$ cat config.mk
export PLATFORM = sky130hd
export DESIGN_NAME = lsu_byte_seq
export DESIGN_NICKNAME = d
export VERILOG_FILES = /design/src/rtl/lsu_pkg.sv /design/src/rtl/lsu_load_ext.sv /design/src/rtl/lsu_byte_seq.sv
export SDC_FILE = /design/constraint.sdc
export NUM_CORES = 1
export LEC_CHECK = 0
export ABC_AREA = 1
export CORE_MARGIN = 2
export CORE_UTILIZATION = 35
export CTS_CLUSTER_SIZE = 28
export DETAILED_ROUTE_END_ITERATION = 12
export SYNTH_ARGS = -nofsm -noshare
export SYNTH_HDL_FRONTEND = slang
export SYNTH_HIERARCHICAL = 1
export SYNTH_SLANG_ARGS = --single-unit
$ cat constraint.sdc
create_clock -name clk -period 4.4 [get_ports clk]
set_input_delay 0.88 -clock clk [delete_from_list [all_inputs] [get_ports clk]]
set_output_delay 0.88 -clock clk [all_outputs]
set_load 0.01 [all_outputs]
$ cat src/rtl/lsu_pkg.sv
// Shared definitions for the byte-sequencing load/store unit:
// access-mode encodings, FSM state encoding and a mode-to-size helper.
package lsu_pkg;

    typedef enum logic [2:0] {
        MODE_BYTE               = 3'b000,
        MODE_HALFWORD           = 3'b001,
        MODE_WORD               = 3'b010,
        MODE_BYTE_UNSIGNED      = 3'b011,
        MODE_HALFWORD_UNSIGNED  = 3'b100
    } mem_acc_mode_e;

    typedef enum logic [1:0] {
        IDLE   = 2'd0,
        ACCESS = 2'd1,
        RESP   = 2'd2
    } lsu_state_e;

    // Number of bytes moved by an access; 0 flags an unsupported mode.
    function automatic logic [2:0] mode_size(input logic [2:0] mode);
        logic [2:0] size;
        case (mode)
            MODE_BYTE, MODE_BYTE_UNSIGNED:         size = 3'd1;
            MODE_HALFWORD, MODE_HALFWORD_UNSIGNED: size = 3'd2;
            MODE_WORD:                             size = 3'd4;
            default:                               size = 3'd0;
        endcase
        return size;
    endfunction

endpackage

$ cat src/rtl/lsu_load_ext.sv
// Sign/zero extension of assembled load data according to the access mode.
module lsu_load_ext
    import lsu_pkg::*;
(
    input  logic [2:0]  mode,
    input  logic [31:0] data,
    output logic [31:0] ext
);

    // Pick the extension rule for the latched access mode.
    always_comb begin
        ext = 32'h0000_0000;
        case (mode)
            MODE_BYTE:              ext = {{24{data[7]}}, data[7:0]};
            MODE_HALFWORD:          ext = {{16{data[15]}}, data[15:0]};
            MODE_WORD:              ext = data;
            MODE_BYTE_UNSIGNED:     ext = {24'h00_0000, data[7:0]};
            MODE_HALFWORD_UNSIGNED: ext = {16'h0000, data[15:0]};
            default:                ext = 32'h0000_0000;
        endcase
    end

endmodule

$ cat src/rtl/lsu_byte_seq.sv
// Load/store initiator that splits 1/2/4-byte requests into single-byte
// big-endian memory accesses and returns a one-cycle response.
// Optional build macro: LSU_MISALIGN_TRAP_EN rejects addresses not aligned
// to the access size instead of performing them byte by byte.
module lsu_byte_seq
    import lsu_pkg::*;
#(
    parameter int MEM_BYTES = 100
)
(
    input  logic        clk,
    input  logic        rst,
    input  logic        req_valid,
    output logic        req_ready,
    input  logic        req_we,
    input  logic [31:0] req_addr,
    input  logic [2:0]  req_mode,
    input  logic [31:0] req_wdata,
    output logic        rsp_valid,
    output logic        rsp_err,
    output logic [31:0] rsp_rdata,
    output logic        mem_rd_en,
    output logic        mem_wr_en,
    output logic [31:0] mem_addr,
    output logic [7:0]  mem_wdata,
    input  logic [7:0]  mem_rdata
);

    lsu_state_e  state;
    logic        we;
    logic [2:0]  mode;
    logic [2:0]  size;
    logic [1:0]  k;
    // Holds pending store bytes (MSB first) or load bytes collected so far.
    logic [23:0] data;

    logic [2:0]  acc_size;
    logic [32:0] last_addr;
    logic        range_err;
    logic        mode_err;
    logic        misalign_err;
    logic        req_err;
    logic [31:0] wdata_aligned;
    logic [31:0] next_data;
    logic [31:0] ext_data;
    logic        k_last;

    // Request decode: size, range/mode/alignment checks and store byte alignment.
    always_comb begin
        acc_size  = mode_size(req_mode);
        // 33-bit sum so an address near 2^32 cannot wrap into range.
        last_addr = {1'b0, req_addr} + {30'b0, acc_size} - 33'd1;
        range_err = (last_addr >= 33'(MEM_BYTES));
        mode_err  = (acc_size == 3'd0);
`ifdef LSU_MISALIGN_TRAP_EN
        misalign_err = ((req_addr[1:0] & (acc_size[1:0] - 2'd1)) != 2'b00);
`else
        misalign_err = 1'b0;
`endif
        req_err = mode_err || range_err || misalign_err;
        case (acc_size)
            3'd1:    wdata_aligned = {req_wdata[7:0], 24'h00_0000};
            3'd2:    wdata_aligned = {req_wdata[15:0], 16'h0000};
            default: wdata_aligned = req_wdata;
        endcase
    end

    // Byte progress and the value the load result will take after this byte.
    always_comb begin
        next_data = {data, mem_rdata};
        k_last    = ({1'b0, k} == (size - 3'd1));
    end

    lsu_load_ext u_load_ext (
        .mode (mode),
        .data (next_data),
        .ext  (ext_data)
    );

    // Sequencer FSM with all outputs registered.
    always_ff @(posedge clk or posedge rst) begin
        if (rst) begin
            state     <= IDLE;
            we        <= 1'b0;
            mode      <= 3'b000;
            size      <= 3'd0;
            k         <= 2'd0;
            data      <= 24'h00_0000;
            req_ready <= 1'b1;
            rsp_valid <= 1'b0;
            rsp_err   <= 1'b0;
            rsp_rdata <= 32'h0000_0000;
            mem_rd_en <= 1'b0;
            mem_wr_en <= 1'b0;
            mem_addr  <= 32'h0000_0000;
            mem_wdata <= 8'h00;
        end else begin
            case (state)
                IDLE: begin
                    if (req_valid) begin
                        req_ready <= 1'b0;
                        we        <= req_we;
                        mode      <= req_mode;
                        size      <= acc_size;
                        k         <= 2'd0;
                        if (req_err) begin
                            state     <= RESP;
                            data      <= 24'h00_0000;
                            rsp_valid <= 1'b1;
                            rsp_err   <= 1'b1;
                            rsp_rdata <= 32'h0000_0000;
                        end else begin
                            state     <= ACCESS;
                            mem_addr  <= req_addr;
                            mem_rd_en <= !req_we;
                            mem_wr_en <= req_we;
                            mem_wdata <= req_we ? wdata_aligned[31:24] : 8'h00;
                            data      <= req_we ? wdata_aligned[23:0] : 24'h00_0000;
                        end
                    end
                end
                ACCESS: begin
                    data <= next_data[23:0];
                    if (k_last) begin
                        state     <= RESP;
                        mem_rd_en <= 1'b0;
                        mem_wr_en <= 1'b0;
                        mem_addr  <= 32'h0000_0000;
                        mem_wdata <= 8'h00;
                        rsp_valid <= 1'b1;
                        rsp_err   <= 1'b0;
                        rsp_rdata <= we ? 32'h0000_0000 : ext_data;
                    end else begin
                        k         <= k + 2'd1;
                        mem_addr  <= mem_addr + 32'd1;
                        mem_wdata <= we ? data[23:16] : 8'h00;
                    end
                end
                RESP: begin
                    state     <= IDLE;
                    rsp_valid <= 1'b0;
                    rsp_err   <= 1'b0;
                    req_ready <= 1'b1;
                end
                default: begin
                    state     <= IDLE;
                    rsp_valid <= 1'b0;
                    rsp_err   <= 1'b0;
                    req_ready <= 1'b1;
                    mem_rd_en <= 1'b0;
                    mem_wr_en <= 1'b0;
                end
            endcase
        end
    end

endmodule
======== Word level (Yosys, flattened, before mapping) ========
Cells that the tools add are included.
operators by class
  $add $sub $neg .......................... 5
  magnitude comparators ................... 1
  equality and inequality tests ........... 18
  multiplexer cells ....................... 43
  bitwise gates (word level) .............. 2
  reductions and logical operators ........ 18
operators with widths
  cell                     number
  $mux W32                 7
  $pmux W32 S2             3
  $pmux W32 S5             1
  $mux W24                 3
  $pmux W24 S2             1
  $mux W8                  5
  $add A32 B3 Y33          1
  $ge A33 B7 Y1 const B    1
  $sub A33 B1 Y33 const B  1
  $add A32 B1 Y32 const B  1
  $pmux W8 S2              1
  $eq A3 B2 Y1 const B     5
  $mux W2                  5
  $ne A2 B2 Y1 const B     5
  $eq A3 B1 Y1 const B     3
  $logic_not A3 Y1         3
  $mux W1                  9
  $pmux W3 S3              1
  $reduce_and A3 Y1        3
  $pmux W2 S2              2
  $reduce_and A2 Y1        4
  $reduce_and A4 Y1        2
  $eq A3 B3 Y1 const B     2
  $pmux W1 S2              3
  other kinds (12)         15
word-level totals
  flip-flop bits (word level) ............. 112
  bits of input ports ..................... 79

======== Depth between registers and ports, before layout ========
Gate-level depths: netlist of the first run.
  depth after elaboration ................. 10
  depth in mapped cells ................... 27
  mapped depth without buffers ............ 26

======== Modules after synthesis ========
Netlist of the first run, hierarchy kept.
modules (own cells, without submodules)
  module        times used  cells each  area an instance (µm²)  seq. area each (µm²)
  lsu_byte_seq  1           1459        9122.5                  2803.9
  lsu_load_ext  1           96          573.0                   0.0

======== Worst setup path before layout of the first run ========
Ideal clock, no wire load.
  kind .................................... input-to-reg
  from .................................... in req_mode[2]
  to ...................................... reg mem_addr[31]
  library setup time ...................... 0.117 ns
  arrival ................................. 4.093 ns
  data required time ...................... 4.283 ns
  path slack .............................. 0.190 ns
  cell stages on the path ................. 25
  buffers on the path ..................... 1
  cell sequence ........................... nand2_1 inv_1 nor3_2 clkinv_1 ha_1 inv_1 ha_1 fa_1 nand2_1 nand3_1 nand3_1 nand2_1 nand2_1 nand2_1 nand2_1 nand2_1 nand2_1 nand2_1 nor2_1 nand2_1 nor2_4 nand4_4 clkbuf_1 nand3_1 nand2_1
on the way
  longest elaborated chain between the ends .. 9
  elaborated cells on any way between the ends .. 15
  those cells by class .................... add/sub: 2; order compare: 1; eq/ne: 5; mux: 1; reduce/logical: 6
RTL lines
  item                                  RTL line             RTL
  from (decl)                           lsu_byte_seq.sv:17   input logic [2:0] req_mode,
  $eq A3 B1 Y1 (tied with other cells)  lsu_pkg.sv:22        case (mode)
  $reduce_or A2 Y1                      lsu_pkg.sv:22
  $pmux W3 S3 *                         lsu_pkg.sv:22
  $add A32 B3 Y33                       lsu_byte_seq.sv:52   last_addr = {1'b0, req_addr} + {30'b0, acc_size} - 33'd1;
  $sub A33 B1 Y33                       lsu_byte_seq.sv:52
  $ge A33 B7 Y1                         lsu_byte_seq.sv:53   range_err = (last_addr >= 33'(MEM_BYTES));
  $logic_or A1 B1 Y1 *                  lsu_byte_seq.sv:60   req_err = mode_err || range_err || misalign_err;
  $ne A2 B2 Y1 (no line) *              -
  $reduce_and A3 Y1 (no line) *         -
  to (signal assigned)                  lsu_byte_seq.sv:114  mem_addr <= req_addr;
  to (signal assigned)                  lsu_byte_seq.sv:135  mem_addr <= mem_addr + 32'd1;
  to (decl)                             lsu_byte_seq.sv:24   output logic [31:0] mem_addr,
Mark *: on every way between the ends. The rest lies on a longest branch, timed or not.
A chain may end at the register's enable or synchronous reset.

======== Final worst setup path of the first run ========
  from .................................... in req_mode[2]
  to ...................................... reg mem_addr[8]
The elaborated chain is that of the path after synthesis.

==> impl_metrics.env, run 1 <==
export IMPL_fp_dieArea_um2=29000
export IMPL_ir_worst_vdd_uv=206
export IMPL_start_kind="primary input"
export IMPL_maxUsedRoutingLayer="met4"
export IMPL_drv_slew=0
export IMPL_ant_nets=0
export IMPL_ys_types=54
export IMPL_rsz0062_at_grt="no"
export IMPL_cp_end_kind="register"
export IMPL_cts_tree="yes"
export IMPL_postCtsHoldBufs=0
export IMPL_insertedDiodeCount=0
export IMPL_track_usage_pct=23.6
export IMPL_whs_ps=475
export IMPL_yosys_area_share_simple_pct=41.6
export IMPL_fmax_ghz=0.251
export IMPL_netlist_area_leader_share_pct=28.6
export IMPL_period_needed_ps=3980
export IMPL_clk_pin_slew_ps=80
export IMPL_ys_seq_elements=112
export IMPL_maxCapViolations=0
export IMPL_setup_viol=0
export IMPL_io_pins=156
export IMPL_r2r_cells=14
export IMPL_synth_edf_count=0
export IMPL_drive_gt1_share_pct=7.49
export IMPL_insertion_delay_ps=380
export IMPL_cts_made_buffers=9
export IMPL_antenna_found_initial=2
export IMPL_hpwl_um=26600
export IMPL_final_hold_viol_count=0
export IMPL_power_total_w=0.00475
export IMPL_grt_ovfl_total=0
export IMPL_tightest_slew_ps=1000
export IMPL_io_buffer_count=155
export IMPL_fin_cells=2108
export IMPL_async_reset_ff_share_pct=100
export IMPL_place_gp_congestion=0.921
export IMPL_core_um2=27100
export IMPL_yosys_warnings=6
export IMPL_finalCritPeriodShare_pct=90.5
export IMPL_die_w_um=170
export IMPL_cts_buffer_depth=2
export IMPL_slew_headroom_pct=33.1
export IMPL_synth_area_leader_cell="dfrtp_1"
export IMPL_layout_commonest_cell="nand2_1"
export IMPL_skew_ps=17.7
export IMPL_syn2layout_area_growth_pct=28.4
export IMPL_synth_compound_area_share_pct=10.2
export IMPL_cp_required_ps=4700
export IMPL_vias=10900
export IMPL_ctsHtreeMaxLevel=3
export IMPL_final_nets=1847
export IMPL_grt_pass1_vias=10100
export IMPL_path_max_fanout=7
export IMPL_synth_adder_area_share_pct=4.85
export IMPL_firstDrtPassIters=5
export IMPL_first_iter_violations=977
export IMPL_clockRootBuffer="clkbuf_16"
export IMPL_syn_avg_cell_area_um2=6.24
export IMPL_dp_slack_ps=-227
export IMPL_synthXorXnorAreaFrac_pct=1.36
export IMPL_synth_area_leaders="dfrtp_1, nand2_1, inv_1, nand3_1, ha_1"
export IMPL_yosys_most_used_dff="dfrtp_1"
export IMPL_wl_met2_um=15300
export IMPL_die_h_um=170
export IMPL_grt_max_degree=70
export IMPL_route_met3_wl_um=1980
export IMPL_cts_sinks=112
export IMPL_routedWlPerCell_um=16.4
export IMPL_endpoint="mem_addr[8]$_DFFE_PP0P_"
export IMPL_p_leak_nw=6.47
export IMPL_fin_ws_ps=418
export IMPL_cp_startpoint="req_mode[2]"
export IMPL_worst_r2r_endpoint="mem_wr_en$_DFFE_PP0P_"
export IMPL_synthMuxAreaShare_pct=0
export IMPL_hold_path_class="register to register"
export IMPL_synth_top_family_by_area="simple AND/OR/NAND/NOR gates"
export IMPL_final_cell_mix="nand2_1, inv_1, clkdlybuf4s50_1, nand3_1, dfrtp_1"
export IMPL_status="finished, final reports clean"
export IMPL_drc_errors=0
export IMPL_wl_met1_um=16500
export IMPL_grt_pass1_wl_um=54000
export IMPL_critical_path_arrival_ps=4280
export IMPL_power_density_nw_per_um2=382
export IMPL_ff2ff_setup_slack_ps=1510
export IMPL_routed_wl_um=34600
export IMPL_start_util_pct=35.8
export IMPL_fin_util_pct=46.0
export IMPL_synth_cells=1555
export IMPL_dp_cells=2086
export IMPL_path_class="primary input to register"
export IMPL_synth_nets=1671
export IMPL_via_per_inst=5.16
export IMPL_reg2reg_from="size[0]$_DFFE_PP0P_"
export IMPL_ys_seq_area_share_pct=28.9
export IMPL_core_rowCount=60
export IMPL_synth_area_um2=9700
[per-stage QoR]
step	instance area, um2	setup TNS (ps)
finish	12500	0
CTS	12300	0
floorplan	9700	0
global route	12500	0
global placement	11900	-12000
detailed placement	11900	-19390
[registers in the layout, indices dropped and copies added (netlist names), 2 cells and up]
signal	flops
mode	3
state	2
mem_addr	32
mem_wdata	8
rsp_rdata	32
k	2
data	24
size	3
[cell type report]
cell class / instances / area [um2]
fill: 2826 / 14600
multi-input combinational: 1130 / 5690
sequential: 112 / 2800
timing repair buffer: 216 / 2170
inverter: 262 / 991
tap: 372 / 465
clock buffer: 9 / 225
clock inverter: 7 / 108
[repair_timing]
action,4_1_cts,5_1_grt
setup endpoints to repair,0,102
buffers inserted,0,2
resized for setup,0,20
[how the worst min path moves through the flow]
stage / startpoint / end / slack (ps) / cells past startpoint
6_report: rsp_rdata[31]$_DFFE_PP0P_ / rsp_rdata[31]$_DFFE_PP0P_ / 470 / 2
5_1_grt: rsp_valid$_DFFE_PP0P_ / rsp_valid$_DFFE_PP0P_ / 490 / 2
4_1_cts: rsp_valid$_DFFE_PP0P_ / rsp_valid$_DFFE_PP0P_ / 480 / 2
3_5_place_dp: rsp_rdata[1]$_DFFE_PP0P_ / rsp_rdata[1]$_DFFE_PP0P_ / 460 / 2
3_3_place_gp: rsp_valid$_DFFE_PP0P_ / rsp_valid$_DFFE_PP0P_ / 460 / 2
2_1_floorplan: mode[2]$_DFFE_PP0P_ / mode[2]$_DFFE_PP0P_ / 440 / 2
[cells by family (layout without fill, tap and decap cells)]
family | Yosys count | in the layout
simple gates | 914 | 914
buf+inv | 313 | 494
compound gates | 164 | 164
flops | 112 | 112
fa+ha+maj | 37 | 37
xor+xnor | 15 | 15
[Yosys cell counts, types with 5 or more instances]
library cell	count
nand2_1	521
inv_1	255
nand3_1	150
dfrtp_1	111
nor2_1	98
nand4_1	69
o21ai_0	52
a21oi_1	44
ha_1	36
nor3_1	35
clkbuf_1	28
a22oi_1	24
o22ai_1	18
o21ai_2	10
buf_2	8
buf_6	8
xnor2_1	8
xor2_1	7
nand3b_1	6
nor2_2	6
nor4_1	5
[worst max-delay path, stage by stage]
cell and delay, ps:
dlymetal6s2s_1 150, nand2_1 70, inv_1 60, nor3_2 210, inv_2 60, ha_1 270, inv_1 40, ha_1 210
fa_1 380, buf_4 160, nand3_1 80, nand3b_1 160, xnor2_1 310, nand2_1 120, nor2_1 120, nand3_1 110
nor2_4 200, nand4_4 220, nand2_8 180, clkbuf_16 170, nand2_1 60, nand2_1 60
[where the power goes]
group | switching, W | total (W) | leakage, nW | internal (W)
clock network | 0.000450 | 0.000915 | 0.160 | 0.000465
registers | 0.000381 | 0.00165 | 1.50 | 0.00127
logic | 0.00125 | 0.00219 | 4.81 | 0.000933
total | 0.00208 | 0.00475 | 6.47 | 0.00267
[routing by layer]
layer  track usage [%]  up-vias
met4              7.73        0
met2              36.8      385
met3              2.56       45
li1                  -     5377
met5                 0        -
met1              34.1     5062
Power figures use the tool's default switching activity.
==> inputs of run 2 (changes only) <==
--- a/config.mk
+++ b/config.mk
@@ -6,10 +6,12 @@
 export NUM_CORES = 1
 export LEC_CHECK = 0
 export ABC_AREA = 1
+export CAP_MARGIN = 25
 export CORE_MARGIN = 2
 export CORE_UTILIZATION = 35
 export CTS_CLUSTER_SIZE = 28
 export DETAILED_ROUTE_END_ITERATION = 12
+export SKIP_CTS_REPAIR_TIMING = 1
 export SYNTH_ARGS = -nofsm -noshare
 export SYNTH_HDL_FRONTEND = slang
 export SYNTH_HIERARCHICAL = 1
==> results of run 2 <==
Same layout as run 1: the final DEF is identical, and so are final timing and power.
